==> src/rtl/pc_seq_if.sv <==
// pc_seq_if: groups the sequencer's instruction/flag inputs and PC/stack status outputs.
//   master : drives enable, IR, CCR; observes pc_output, hold, sp, stack_err
//   slave  : the sequencer side (pc_seq)
// Parameters must match the pc_seq instance they connect to.
interface pc_seq_if #(
    parameter int unsigned ADDR_W      = 12,
    parameter int unsigned INSTR_W     = 24,
    parameter int unsigned STACK_DEPTH = 4,
    parameter int unsigned FLAG_W      = 4
);
    localparam int unsigned SP_W = $clog2(STACK_DEPTH) + 1;

    logic               enable;     // advance qualifier
    logic [INSTR_W-1:0] IR;         // current instruction
    logic [FLAG_W-1:0]  CCR;        // condition flags: bit0 CY, bit2 Z, bit3 N
    logic [ADDR_W-1:0]  pc_output;  // registered program counter
    logic               hold;       // conditional branch being evaluated
    logic [SP_W-1:0]    sp;         // return-stack entry count
    logic               stack_err;  // sticky overflow/underflow

    modport master (
        output enable, IR, CCR,
        input  pc_output, hold, sp, stack_err
    );

    modport slave (
        input  enable, IR, CCR,
        output pc_output, hold, sp, stack_err
    );
endinterface

==> src/rtl/pc_seq.sv <==
// pc_seq: program-counter sequencer with jumps, two-cycle conditional branches and a
// return-address stack for CALL/BSR/RET.
// Ports:
//   clk    : clock, rising edge
//   rst_n  : asynchronous active-low reset
//   bus    : pc_seq_if.slave (enable, IR, CCR in; pc_output, hold, sp, stack_err out)
module pc_seq #(
    parameter int unsigned ADDR_W      = 12,
    parameter int unsigned INSTR_W     = 24,
    parameter int unsigned STACK_DEPTH = 4,
    parameter int unsigned FLAG_W      = 4
) (
    input  logic    clk,
    input  logic    rst_n,
    pc_seq_if.slave bus
);
    localparam int unsigned PTR_W = $clog2(STACK_DEPTH);
    localparam int unsigned SP_W  = PTR_W + 1;
    localparam int unsigned OP_W  = INSTR_W - ADDR_W;

    localparam logic [OP_W-1:0] OpJmp  = OP_W'(12'h800);
    localparam logic [OP_W-1:0] OpJze  = OP_W'(12'h801);
    localparam logic [OP_W-1:0] OpJne  = OP_W'(12'h802);
    localparam logic [OP_W-1:0] OpJcy  = OP_W'(12'h803);
    localparam logic [OP_W-1:0] OpRet  = OP_W'(12'h804);
    localparam logic [OP_W-1:0] OpBsr  = OP_W'(12'h805);
    localparam logic [OP_W-1:0] OpCall = OP_W'(12'h806);

    typedef enum logic [1:0] {StStart, StRun, StHold} state_e;

    state_e            state_q, state_d;
    logic [ADDR_W-1:0] pc_q, pc_d;
    logic [OP_W-1:0]   br_op_q, br_op_d;    // conditional opcode latched on HOLD entry
    logic [ADDR_W-1:0] br_tgt_q, br_tgt_d;  // its target, so IR may change during HOLD
    logic [SP_W-1:0]   sp_q, sp_d;
    logic              err_q, err_d;
    logic              push;
    logic [ADDR_W-1:0] stack_q [STACK_DEPTH];

    logic [OP_W-1:0]   op;
    logic [ADDR_W-1:0] tgt;
    logic [ADDR_W-1:0] pc_inc;
    logic [PTR_W-1:0]  top_idx;
    logic              stack_full;
    logic              stack_empty;
    logic              is_cond;
    logic              flag;

    assign op          = bus.IR[INSTR_W-1:ADDR_W];
    assign tgt         = bus.IR[ADDR_W-1:0];
    assign pc_inc      = pc_q + ADDR_W'(1);
    assign top_idx     = sp_q[PTR_W-1:0] - PTR_W'(1);
    assign stack_full  = (sp_q == SP_W'(STACK_DEPTH));
    assign stack_empty = (sp_q == '0);
    assign is_cond     = (op == OpJze) || (op == OpJne) || (op == OpJcy);

    // FSM: state register
    always_ff @(posedge clk or negedge rst_n) begin
        if (!rst_n) begin
            state_q <= StStart;
        end else begin
            state_q <= state_d;
        end
    end

    // FSM: next state
    always_comb begin
        state_d = state_q;
        if (bus.enable) begin
            case (state_q)
                StStart: state_d = StRun;
                StRun:   state_d = is_cond ? StHold : StRun;
                StHold:  state_d = StRun;
                default: state_d = StStart;
            endcase
        end
    end

    // FSM: outputs
    always_comb begin
        bus.hold = (state_q == StHold);
    end

    // Flag selected by the latched conditional opcode
    always_comb begin
        case (br_op_q)
            OpJze:   flag = bus.CCR[2];
            OpJne:   flag = bus.CCR[3];
            default: flag = bus.CCR[0];
        endcase
    end

    // Datapath next state
    always_comb begin
        pc_d     = pc_q;
        br_op_d  = br_op_q;
        br_tgt_d = br_tgt_q;
        sp_d     = sp_q;
        err_d    = err_q;
        push     = 1'b0;
        if (bus.enable) begin
            case (state_q)
                StRun: begin
                    case (op)
                        OpJmp: pc_d = tgt;
                        OpJze, OpJne, OpJcy: begin
                            br_op_d  = op;
                            br_tgt_d = tgt;
                        end
                        OpCall, OpBsr: begin
                            if (stack_full) begin
                                // Overflow: skip the call entirely
                                pc_d  = pc_inc;
                                err_d = 1'b1;
                            end else begin
                                push = 1'b1;
                                sp_d = sp_q + SP_W'(1);
                                pc_d = (op == OpCall) ? tgt : pc_q + tgt;
                            end
                        end
                        OpRet: begin
                            if (stack_empty) begin
                                pc_d  = pc_inc;
                                err_d = 1'b1;
                            end else begin
                                pc_d = stack_q[top_idx];
                                sp_d = sp_q - SP_W'(1);
                            end
                        end
                        default: pc_d = pc_inc;
                    endcase
                end
                StHold:  pc_d = flag ? br_tgt_q : pc_inc;
                default: pc_d = pc_q;
            endcase
        end
    end

    always_ff @(posedge clk or negedge rst_n) begin
        if (!rst_n) begin
            pc_q     <= '0;
            br_op_q  <= '0;
            br_tgt_q <= '0;
            sp_q     <= '0;
            err_q    <= 1'b0;
        end else begin
            pc_q     <= pc_d;
            br_op_q  <= br_op_d;
            br_tgt_q <= br_tgt_d;
            sp_q     <= sp_d;
            err_q    <= err_d;
        end
    end

    // Stack contents need no reset; sp alone defines validity
    always_ff @(posedge clk) begin
        if (push) begin
            stack_q[sp_q[PTR_W-1:0]] <= pc_inc;
        end
    end

    assign bus.pc_output = pc_q;
    assign bus.sp        = sp_q;
    assign bus.stack_err = err_q;
endmodule

==> src/flat_wrapper.sv <==
// flat-port wrapper written by rule: the top's interface ports become plain ports
module pc_seq_flat 
#(
    parameter int unsigned ADDR_W      = 12,
    parameter int unsigned INSTR_W     = 24,
    parameter int unsigned STACK_DEPTH = 4,
    parameter int unsigned FLAG_W      = 4
)
  (clk, rst_n, bus_enable, bus_IR, bus_CCR, bus_pc_output, bus_hold, bus_sp, bus_stack_err);
  pc_seq_if #(.ADDR_W(ADDR_W), .INSTR_W(INSTR_W), .STACK_DEPTH(STACK_DEPTH), .FLAG_W(FLAG_W)) bus_i ();
  input  logic clk;
  input  logic rst_n;
  input wire logic [$bits(bus_i.enable)-1:0] bus_enable;
  input wire logic [$bits(bus_i.IR)-1:0] bus_IR;
  input wire logic [$bits(bus_i.CCR)-1:0] bus_CCR;
  output wire logic [$bits(bus_i.pc_output)-1:0] bus_pc_output;
  output wire logic [$bits(bus_i.hold)-1:0] bus_hold;
  output wire logic [$bits(bus_i.sp)-1:0] bus_sp;
  output wire logic [$bits(bus_i.stack_err)-1:0] bus_stack_err;
  assign bus_i.enable = bus_enable;
  assign bus_i.IR = bus_IR;
  assign bus_i.CCR = bus_CCR;
  assign bus_pc_output = bus_i.pc_output;
  assign bus_hold = bus_i.hold;
  assign bus_sp = bus_i.sp;
  assign bus_stack_err = bus_i.stack_err;
  pc_seq #(.ADDR_W(ADDR_W), .INSTR_W(INSTR_W), .STACK_DEPTH(STACK_DEPTH), .FLAG_W(FLAG_W)) u_core (.clk(clk), .rst_n(rst_n), .bus(bus_i));
endmodule
==> config.mk <==
export PLATFORM = sky130hd
export DESIGN_NAME = pc_seq_flat
export DESIGN_NICKNAME = d
export VERILOG_FILES = /design/src/rtl/pc_seq_if.sv /design/src/rtl/pc_seq.sv /design/src/flat_wrapper.sv
export SDC_FILE = /design/constraint.sdc
export NUM_CORES = 1
export LEC_CHECK = 0
export CAP_MARGIN = 15
export CELL_PAD_IN_SITES_DETAIL_PLACEMENT = 0
export CELL_PAD_IN_SITES_GLOBAL_PLACEMENT = 2
export CORE_MARGIN = 2
export CORE_UTILIZATION = 30
export DETAILED_ROUTE_END_ITERATION = 12
export PLACE_DENSITY_LB_ADDON = 0.1
export SLEW_MARGIN = 20
export SYNTH_ARGS = -nofsm -noshare
export SYNTH_HDL_FRONTEND = slang
export SYNTH_SLANG_ARGS = --single-unit
==> constraint.sdc <==
create_clock -name clk -period 5.3 [get_ports clk]
set_input_delay 0.795 -clock clk [delete_from_list [all_inputs] [get_ports clk]]
set_output_delay 0.795 -clock clk [all_outputs]
set_load 0.02 [all_outputs]
==> results_dict.tcl <==
set metrics [dict create \
    die_w_um 132 \
    cts_buffer_depth 2 \
    fill_cells 1616 \
    hold_path_class "primary input to asynchronous set/reset pin" \
    ys.flop_type "edfxtp_1" \
    synth_cells 406 \
    drt_iter0_markers 219 \
    crit_path_cell_trace "clkdlybuf4s50_1 -> or4b_4 -> or4_1 -> nor3_1 -> and3_1 -> and2_1" \
    seq_area_frac_synth_pct 50.4 \
    crit_start "bus_IR[21]" \
    overflow 0 \
    finClkSkew_ns 0.0101 \
    synth_top_area_share_pct 29.2 \
    path_max_fanout 12 \
    yosysMostFrequentCell "edfxtp_1" \
    p_comb_share_pct 28.3 \
    placed_cells 654 \
    ant_nets 0 \
    synth_edf_count 48 \
    fin_nets 498 \
    max_slew_margin_pct 27.7 \
    synthesis.area_sq_mm 0.00494 \
    synth_common_cells "edfxtp_1 (48), dfrtp_1 (42), a21oi_1 (20), o21ai_0 (20), nand2_1 (19)" \
    yosysUniqueCellTypes 65 \
    grt_busiest_layer "met2" \
    critical-path-max-stage-delay_ns 0.66 \
    io_buffers 46 \
    fin_util_pct 37.1 \
    stdcell_count 670 \
    status "finished, final reports clean" \
    drv_cap 0 \
    vias 3525 \
    grt_pass1_wl_um 20800 \
    route.detailed.drc 0 \
    reg2reg_to "u_core.bus.pc_output[8]" \
    critPathArrivalTime_ns 3.66 \
    endpoint_kind "flip-flop" \
    post-route-min-period_ns 3.68 \
    ir_worst_vdd_uv 139 \
    hpwl_um 9640 \
    grt_use_met1_pct 22.0 \
    hold_buffers 0 \
    ff2ff_setup_slack_ns 2.48 \
    via_per_inst 5.26 \
    endpoint "u_core.stack_q[3][7]" \
    antenna_found_initial 0 \
    setup_tns_ns 0 \
    use_met2_pct 24.7 \
    power.density_mw_per_mm2 361 \
    drive_gt1_share_pct 14.1 \
    grt_pass1_vias 3455 \
    initial_utilization_pct 30.9 \
    synth_top_cells_by_area "edfxtp_1 (29%), dfrtp_1 (21%), mux4_2 (5.5%)" \
    clkPwrFrac_pct 30.4 \
    hold_viol 0 \
    reg2regPathDepth 8 \
    numClockSinks 90 \
    internal_power_mw 1.41 \
    final.period_utilization_pct 69.5 \
    track_usage_pct 15.9 \
    grt_start_max_net_pins 43 \
    final-setup-viol-count 0 \
    synth_largest_area_cell "edfxtp_1" \
    rows 46 \
    syn_avg_cell_area_sq_um 12.2 \
    cp.required_ns 5.28 \
    routed_wl_um 13500 \
    area_delta_synth_final_pct 20.1 \
    met3_usage_pct 3.42 \
    clk_pin_slew_worst_paths_ns 0.08 \
    synth-async-reset-ratio_pct 46.7 \
    die-area_sq_mm 0.0175 \
    wire_per_inst_um 20.2 \
    swShare_pct 34.1 \
    startpoint_type "primary input" \
    power_frac_seq_pct 41.3 \
    r2r-start "u_core.bus.pc_output[0]" \
    ys_ff_latch 90 \
    io-pin-count 48 \
    final_max_slew_viol_count 0 \
    rsz0062_at_grt "false" \
    cts_tree "built" \
    worst_pin_slew_ns 1.08 \
    syn_nets 455 \
    yosys_warnings 0 \
    n_antenna_cell 0 \
    post_cts_buffers 0 \
    p_sw_mw 0.729 \
    htree_levels 3 \
    path_class "primary input to flip-flop" \
    cts_buffers 9 \
    clk_latency_ns 0.35 \
    core-area_sq_mm 0.0160 \
    firstDrtPassIters 5 \
    clock_tree.root_cell "clkbuf_16" \
    cp_slowest_cell "or4_1" \
    p_leak_nw 2.29 \
    die_y_um 132 \
    cts-resized-gates 0 \
    place.gp.congestion 0.718 \
    max_freq_mhz 272 \
]
==> critical path: cells and delay by family <==
kind	cells	cell delay (ns)
buf+inv	1	0.40
simple gates	5	2.46
==> cell type report <==
type	count	area (sq um)	share of cell area, %
Clock buffer	9	225	3.79
Clock inverter	7	76.3	1.29
Inverter	13	48.8	0.822
Multi-Input combinational cell	283	2320	39.1
Sequential cell	90	2490	42.0
Tap cell	216	270	4.55
Timing Repair Buffer	52	503	8.47
==> registers in the layout, indices dropped and copies added, names as in the netlist <==
| register | flops |
|---|---|
| u_core.bus.sp | 3 |
| u_core.br_op_q | 12 |
| u_core.bus.stack_err | 1 |
| u_core.state_q | 2 |
| u_core.stack_q | 48 |
| u_core.br_tgt_q | 12 |
| u_core.bus.pc_output | 12 |
==> layout by cell type (no fill, tap or decap), types with 16 or more instances in the layout <==
cell / synthesis / layout
o21ai_0: 20 / 20
xnor2_1: 16 / 16
edfxtp_1: 48 / 48
nand2_1: 19 / 19
clkdlybuf4s50_1: 0 / 45
ha_1: 16 / 16
dfrtp_1: 42 / 42
a21oi_1: 20 / 20
mux2_2: 16 / 16
==> metrics by stage <==
stage | hold WS (ns) | setup slack [ns] | total power, mW | cell area (sq um)
after floorplan | 0.431 | 2.13 | 1.27 | 4940
after global placement | 0.446 | 1.25 | 1.50 | 5630
after detailed placement | 0.453 | 1.25 | 1.50 | 5630
after CTS | 0.471 | 1.61 | 2.16 | 5930
after global routing | 0.478 | 1.47 | 2.25 | 5940
final | 0.438 | 1.62 | 2.14 | 5940
==> power by group through the flow <==
stage,sequential (mW),combinational (mW),clock (mW)
global placement,0.898,0.602,0
finish,0.885,0.606,0.651
detailed placement,0.899,0.603,0
CTS,0.884,0.608,0.668
floorplan,0.908,0.363,0
global route,0.891,0.659,0.698
==> worst min path at each step <==
stage	depth (start not counted)	to	from	slack (ns)
floorplan	1	u_core.br_op_q[11]	u_core.br_op_q[11]	0.43
global placement	1	u_core.br_op_q[11]	u_core.br_op_q[11]	0.45
detailed placement	1	u_core.br_op_q[11]	u_core.br_op_q[11]	0.45
CTS	1	u_core.br_op_q[11]	u_core.br_op_q[11]	0.47
global route	1	u_core.bus.pc_output[3]	rst_n	0.48
finish	1	u_core.bus.pc_output[3]	rst_n	0.44
==> kinds of logic (layout without fill, tap and decap cells) <==
kind of cell | count (synthesis) | count (layout) | synth area share [%]
AOI/OAI and AO/OA | 105 | 105 | 15.1
and+or+nand+nor | 98 | 98 | 11.4
DFF | 90 | 90 | 50.4
muxes | 37 | 37 | 10.9
buffers and inverters | 33 | 81 | 2.76
xor gates and xnor gates | 24 | 24 | 4.25
adders and majority gates | 19 | 19 | 5.06
==> routing by layer <==
metal | wire, um | up-vias
met5 | 0 | -
met4 | 291 | 0
met3 | 601 | 16
met2 | 6380 | 98
met1 | 6240 | 1758
li1 | - | 1653
(Power assumes the default switching activity.)
==> edit 1, RTL diff (same settings) <==
`ADDR_W` is set to 12 in 3 places; all go to 11.
--- a/src/rtl/pc_seq_if.sv
+++ b/src/rtl/pc_seq_if.sv
@@ -3,7 +3,7 @@
 //   slave  : the sequencer side (pc_seq)
 // Parameters must match the pc_seq instance they connect to.
 interface pc_seq_if #(
-    parameter int unsigned ADDR_W      = 12,
+    parameter int unsigned ADDR_W      = 11,
     parameter int unsigned INSTR_W     = 24,
     parameter int unsigned STACK_DEPTH = 4,
     parameter int unsigned FLAG_W      = 4
--- a/src/rtl/pc_seq.sv
+++ b/src/rtl/pc_seq.sv
@@ -5,7 +5,7 @@
 //   rst_n  : asynchronous active-low reset
 //   bus    : pc_seq_if.slave (enable, IR, CCR in; pc_output, hold, sp, stack_err out)
 module pc_seq #(
-    parameter int unsigned ADDR_W      = 12,
+    parameter int unsigned ADDR_W      = 11,
     parameter int unsigned INSTR_W     = 24,
     parameter int unsigned STACK_DEPTH = 4,
     parameter int unsigned FLAG_W      = 4
--- a/src/flat_wrapper.sv
+++ b/src/flat_wrapper.sv
@@ -1,7 +1,7 @@
 // flat-port wrapper written by rule: the top's interface ports become plain ports
 module pc_seq_flat 
 #(
-    parameter int unsigned ADDR_W      = 12,
+    parameter int unsigned ADDR_W      = 11,
     parameter int unsigned INSTR_W     = 24,
     parameter int unsigned STACK_DEPTH = 4,
     parameter int unsigned FLAG_W      = 4
Ports: changed (resized bus_pc_output); port bits go from 48 to 47. No check against the original RTL was run, so the function may have changed too.
==> edit 1 against the original RTL <==
Critical path depth is the same. Synthesized area shrank 4.5%. Final area shrank 3.7%. Register-to-register slack lost 230 ps. Die area shrank 4.4%. Clock skew shrank 4.6 ps. Count of clock-buffer cells in the layout grew 2. Power shrank 1.9%. Sequential cell count shrank 5. Setup slack gained 160 ps. Routed wire length grew 0.62%. Critical path type unchanged. Largest cell class unchanged. Highest routed layer unchanged.
==> edit 1: results (changes against the original RTL) <==
- Status: finished, final reports clean
- Synth area leaders: edfxtp_1, dfrtp_1, mux4_2
- Largest net degree at the start of global routing: 42 (-2.3%)
- Met3 routed WL: 545 µm (-9.3%)
- Library cells used by synthesis: 62 (-4.6%)
- Via density: 5.18 (-1.5%)
- Relative slew slack: 30.5% (+2.8 points)
- Post-synth EDFFs: 44 (-8.3%)
- Layout cells sized above 1: 13.3% (-0.84 points)
- Post-synth top cells: edfxtp_1, dfrtp_1, nor2_1
- Routed wire length: 13.6 mm (+0.62%)
- Worst Hold Class: flip-flop to flip-flop
- Post-Place Setup Slack: 1380 ps (+130 ps)
- First-pass GRT wire length: 20.8 mm (+0.33%)
- Asr flop ratio synth: 48.2% (+1.6 points)
- Metal-1 WL: 6.44 mm (+3.2%)
- Max FFs per register: 44 (-8.3%)
- Final core occ: 37.5% (+0.38 points)
- PortBufs: 45 (-2.2%)
- Switching part of the total: 33.2% (-0.89 points)
- DP Cell Count: 655 (+0.15%)
- Clock Skews: 5.53 ps (-4.59 ps)
- WL met2: 6.37 mm (about the same)
- Crit Path Max Fanout: 11 (-1)
- Initial DRC Count: 222 (+1.4%)
- Maximum vdd drop: 156 µV (+12%)
- Mean post-synth cell area: 11.6 µm² (-5.0%)
- Sequential share of the synthesized area: 49.7% (-0.68 points)
- Lkg Pwr: 2.18 nW (-4.9%)
- CP Data Arrival Time: 3510 ps (-150 ps)
- Number of global-route vias before repair: 3595 (+4.1%)
- Area after DPL: 5420 µm² (-3.7%)
- GR Util All Layers: 17.0% (+1.1 points)
- Net Count, Synth: 456 (+0.22%)
- Final Wtd Congestion: 0.766 (+6.7%)
[edit 1: cell count changes in the layout (fill, tap and decap cells not counted), moves of 5 or more]
cell     unedited run  this run
a31oi_1             1         6
nor2_1             10        24
o21ai_0            20        13
nor2b_1            13         5
and2_1              8        17
a21o_1              6         0
[edit 1: area by class of cell]
| cell class | instances | area share, % |
|---|---|---|
| Inverter | 14 | 0.919 |
| Tap cell | 211 | 4.62 |
| Clock buffer | 11 | 4.07 |
| Sequential cell | 85 | 41.1 |
| Clock inverter | 5 | 1.18 |
| Timing Repair Buffer | 52 | 8.71 |
| Multi-Input combinational cell | 293 | 39.5 |
[edit 1: power by group through the flow]
stage / Clock, W / Combinational (W) / Sequential, W
after floorplan: 0 / 0.000347 / 0.000873
after global placement: 0 / 0.000599 / 0.000860
after detailed placement: 0 / 0.000602 / 0.000860
after CTS: 0.000679 / 0.000606 / 0.000848
after global routing: 0.000698 / 0.000662 / 0.000857
final: 0.000657 / 0.000596 / 0.000848
[edit 1: per-stage QoR]
| step | total power (W) | hold slack [ps] |
|---|---|---|
| 2_1_floorplan | 0.00122 | 425 |
| 3_3_place_gp | 0.00146 | 441 |
| 3_5_place_dp | 0.00146 | 463 |
| 4_1_cts | 0.00213 | 482 |
| 5_1_grt | 0.00222 | 492 |
| 6_report | 0.00210 | 480 |
[edit 1: final timing paths]
check	from	to	slack, ps	depth (start not counted)
max	bus_IR[14]	u_core.stack_q[0][3]	1770	6
min	u_core.br_op_q[12]	u_core.br_op_q[12]	480	1
max reg2reg	u_core.bus.sp[0]	u_core.bus.pc_output[2]	2250	9
min reg2reg	u_core.br_op_q[12]	u_core.br_op_q[12]	480	1
max in group asynchronous	rst_n	u_core.bus.pc_output[0]	4350	2
min in group asynchronous	rst_n	u_core.bus.sp[0]	530	2
[edit 1: layer usage]
layer / up-vias / global-route usage, %
li1: 1642 / -
met1: 1733 / 22.9
met2: 84 / 27.6
met3: 17 / 3.22
met4: 0 / 5.88
met5: - / 0
[edit 1: worst max-delay path: stages]
cell and delay (ps):
clkdlybuf4s50_1 400, or4_4 570, or3_1 490, or3_1 430
nor2_1 240, and2_1 580
[edit 1: kinds of logic after synthesis]
group,Yosys count,share of synthesized area (%)
AND/OR/NAND/NOR,133,15.3
buffers and inverters,30,2.44
flip-flops,85,49.7
adder cells (fa/ha/maj),17,4.83
XOR/XNOR,21,3.90
AO/OA/AOI/OAI,91,13.9
multiplexers,31,9.89
==> edit 2, RTL diff (same settings) <==
Without the edit above. The 3 states of `state_e` get a one-hot encoding in 3 bits.
--- a/src/rtl/pc_seq.sv
+++ b/src/rtl/pc_seq.sv
@@ -26,7 +26,7 @@
     localparam logic [OP_W-1:0] OpBsr  = OP_W'(12'h805);
     localparam logic [OP_W-1:0] OpCall = OP_W'(12'h806);
 
-    typedef enum logic [1:0] {StStart, StRun, StHold} state_e;
+    typedef enum logic [2:0] {StStart = 3'b001, StRun = 3'b010, StHold = 3'b100} state_e;
 
     state_e            state_q, state_d;
     logic [ADDR_W-1:0] pc_q, pc_d;
Formal check against the unedited RTL: same outputs for any inputs over 4 cycles, from zero or initial values and one cycle with rst_n low; so few cycles prove little.
==> edit 2 against the original RTL <==
Setup slack better by 440 ps. Fmax is 14% higher. Non-clock buffer count is 3 lower. Power is 11% higher. Routed wire length is 3.8% higher. Sequential cell count is 1 higher. Hold slack better by 5.5 ps. Final area is 1.6% higher. Combinational power is 27% higher. Synthesized area is 2.7% higher. Highest routed layer unchanged. Global-route usage is 0.49 points higher. Critical path depth stayed put. Critical path type unchanged. Via count is 1.7% higher. Sequential power is 7.7% higher.
==> edit 2: results (changes against the original RTL) <==
- Sequential share of the synthesized area: 49.6% (-0.81 points)
- Clock Skews: 7.00 ps (-3.13 ps)
- Switching part of the total: 36.0% (+1.9 points)
- Reg2reg setup slack: 2590 ps (+110 ps)
- Clk Latency, worst-skew pair: 350 ps (about the same)
- First-pass DRT Iterations: 4 (-1)
- Layout cells sized above 1: 11.9% (-2.2 points)
- Synth area leaders: edfxtp_1, dfrtp_1, mux4_2
- CP Data Arrival Time: 3230 ps (-430 ps)
- Final Wtd Congestion: 0.767 (+6.8%)
- Asr flop ratio synth: 47.3% (+0.59 points)
- Routed len/inst: 20.3 µm (+0.84%)
- Vias: 3584 (+1.7%)
- Initial DRC Count: 196 (-11%)
- Status: finished, final reports clean
- Total Nets Final: 514 (+3.2%)
- Largest net degree at the start of global routing: 44 (+2.3%)
- GR Util All Layers: 16.4% (+0.49 points)
- Maximum vdd drop: 167 µV (+20%)
- Relative slew slack: 28.7% (+1.1 points)
- Net Count, Synth: 474 (+4.2%)
- First-pass GRT wire length: 22.1 mm (+6.4%)
- FILL cells: 1680 (+4.0%)
- DP HPWL: 9.87 mm (+2.3%)
- Lkg Pwr: 2.29 nW (about the same)
- Post-synth top cells: edfxtp_1, dfrtp_1, nand2_1
- Number of global-route vias before repair: 3711 (+7.4%)
edit 2: cell types whose count changed after synthesis, sizes merged, moves of 4 or more:
cell	unedited run	this run
nand2	19	31
nor2b	13	4
and2	8	15
nor3	5	11
a21oi	20	25
inv	13	8
o21ai	22	17
a211oi	6	2
nand2b	5	9
o211ai	1	5
xnor2	16	12
xor2	8	12
edit 2: area by class of cell:
type / count / area (µm²) / area share, %
Sequential cell: 91 / 2520 / 41.7
Clock inverter: 7 / 76.3 / 1.27
Timing Repair Buffer: 49 / 480 / 7.96
Multi-Input combinational cell: 306 / 2430 / 40.2
Clock buffer: 9 / 225 / 3.73
Tap cell: 220 / 275 / 4.56
Inverter: 8 / 30.0 / 0.498
edit 2: worst max-delay path, stage by stage:
cell,delay [ps]
clkdlybuf4s50_1,390
nor3_1,430
and3_1,420
nand3_1,190
nor3_1,370
and2_1,630
edit 2: worst max path at each step:
stage                startpoint                      end  slack (ps)  cells after the start
6_report             bus_IR[15]     u_core.stack_q[3][0]        2060                      6
5_1_grt              bus_IR[15]     u_core.stack_q[3][0]        1730                      6
4_1_cts              bus_IR[15]     u_core.stack_q[1][2]        1950                      6
3_5_place_dp         bus_IR[15]     u_core.stack_q[1][5]        1580                      6
3_3_place_gp         bus_IR[15]     u_core.stack_q[3][6]        1650                      6
2_1_floorplan  u_core.bus.sp[0]  u_core.bus.pc_output[9]        2510                      9
edit 2: kinds of logic (layout without fill, tap and decap cells):
| kind of cell | after synthesis | after routing | synth area share, % |
|---|---|---|---|
| adders and majority gates | 18 | 18 | 4.73 |
| xor gates and xnor gates | 24 | 24 | 4.14 |
| buffers and inverters | 28 | 73 | 2.61 |
| muxes | 41 | 41 | 11.5 |
| DFF | 91 | 91 | 49.6 |
| AOI/OAI and AO/OA | 100 | 100 | 13.8 |
| and+or+nand+nor | 123 | 123 | 13.7 |
edit 2: power groups by stage:
stage          registers [W]  logic (W)  clock network [W]
3_3_place_gp        0.000969   0.000762                  0
4_1_cts             0.000953   0.000780           0.000670
2_1_floorplan       0.000972   0.000486                  0
5_1_grt             0.000964   0.000863           0.000690
3_5_place_dp        0.000968   0.000775                  0
6_report            0.000953   0.000769           0.000645
edit 2: metal layers:
metal  global-route usage, %  part of all wire, %  vias to the layer above
li1                        -                    -                     1711
met2                    26.2                   47                       47
met1                    23.1                   49                     1815
met3                    2.53                  3.0                       11
met5                       0                    0                        -
met4                    4.91                  1.2                        0
edit 2: stage by stage:
step	instance area, µm²	util (%)	instances	setup slack, ps	hold WS [ps]
floorplan	5080	-	425	2510	426
global placement	5730	34.5	674	1650	443
detailed placement	5730	34.5	674	1580	462
CTS	6030	36.4	690	1950	479
global route	6030	36.4	690	1730	496
finish	6030	36.4	690	2060	443
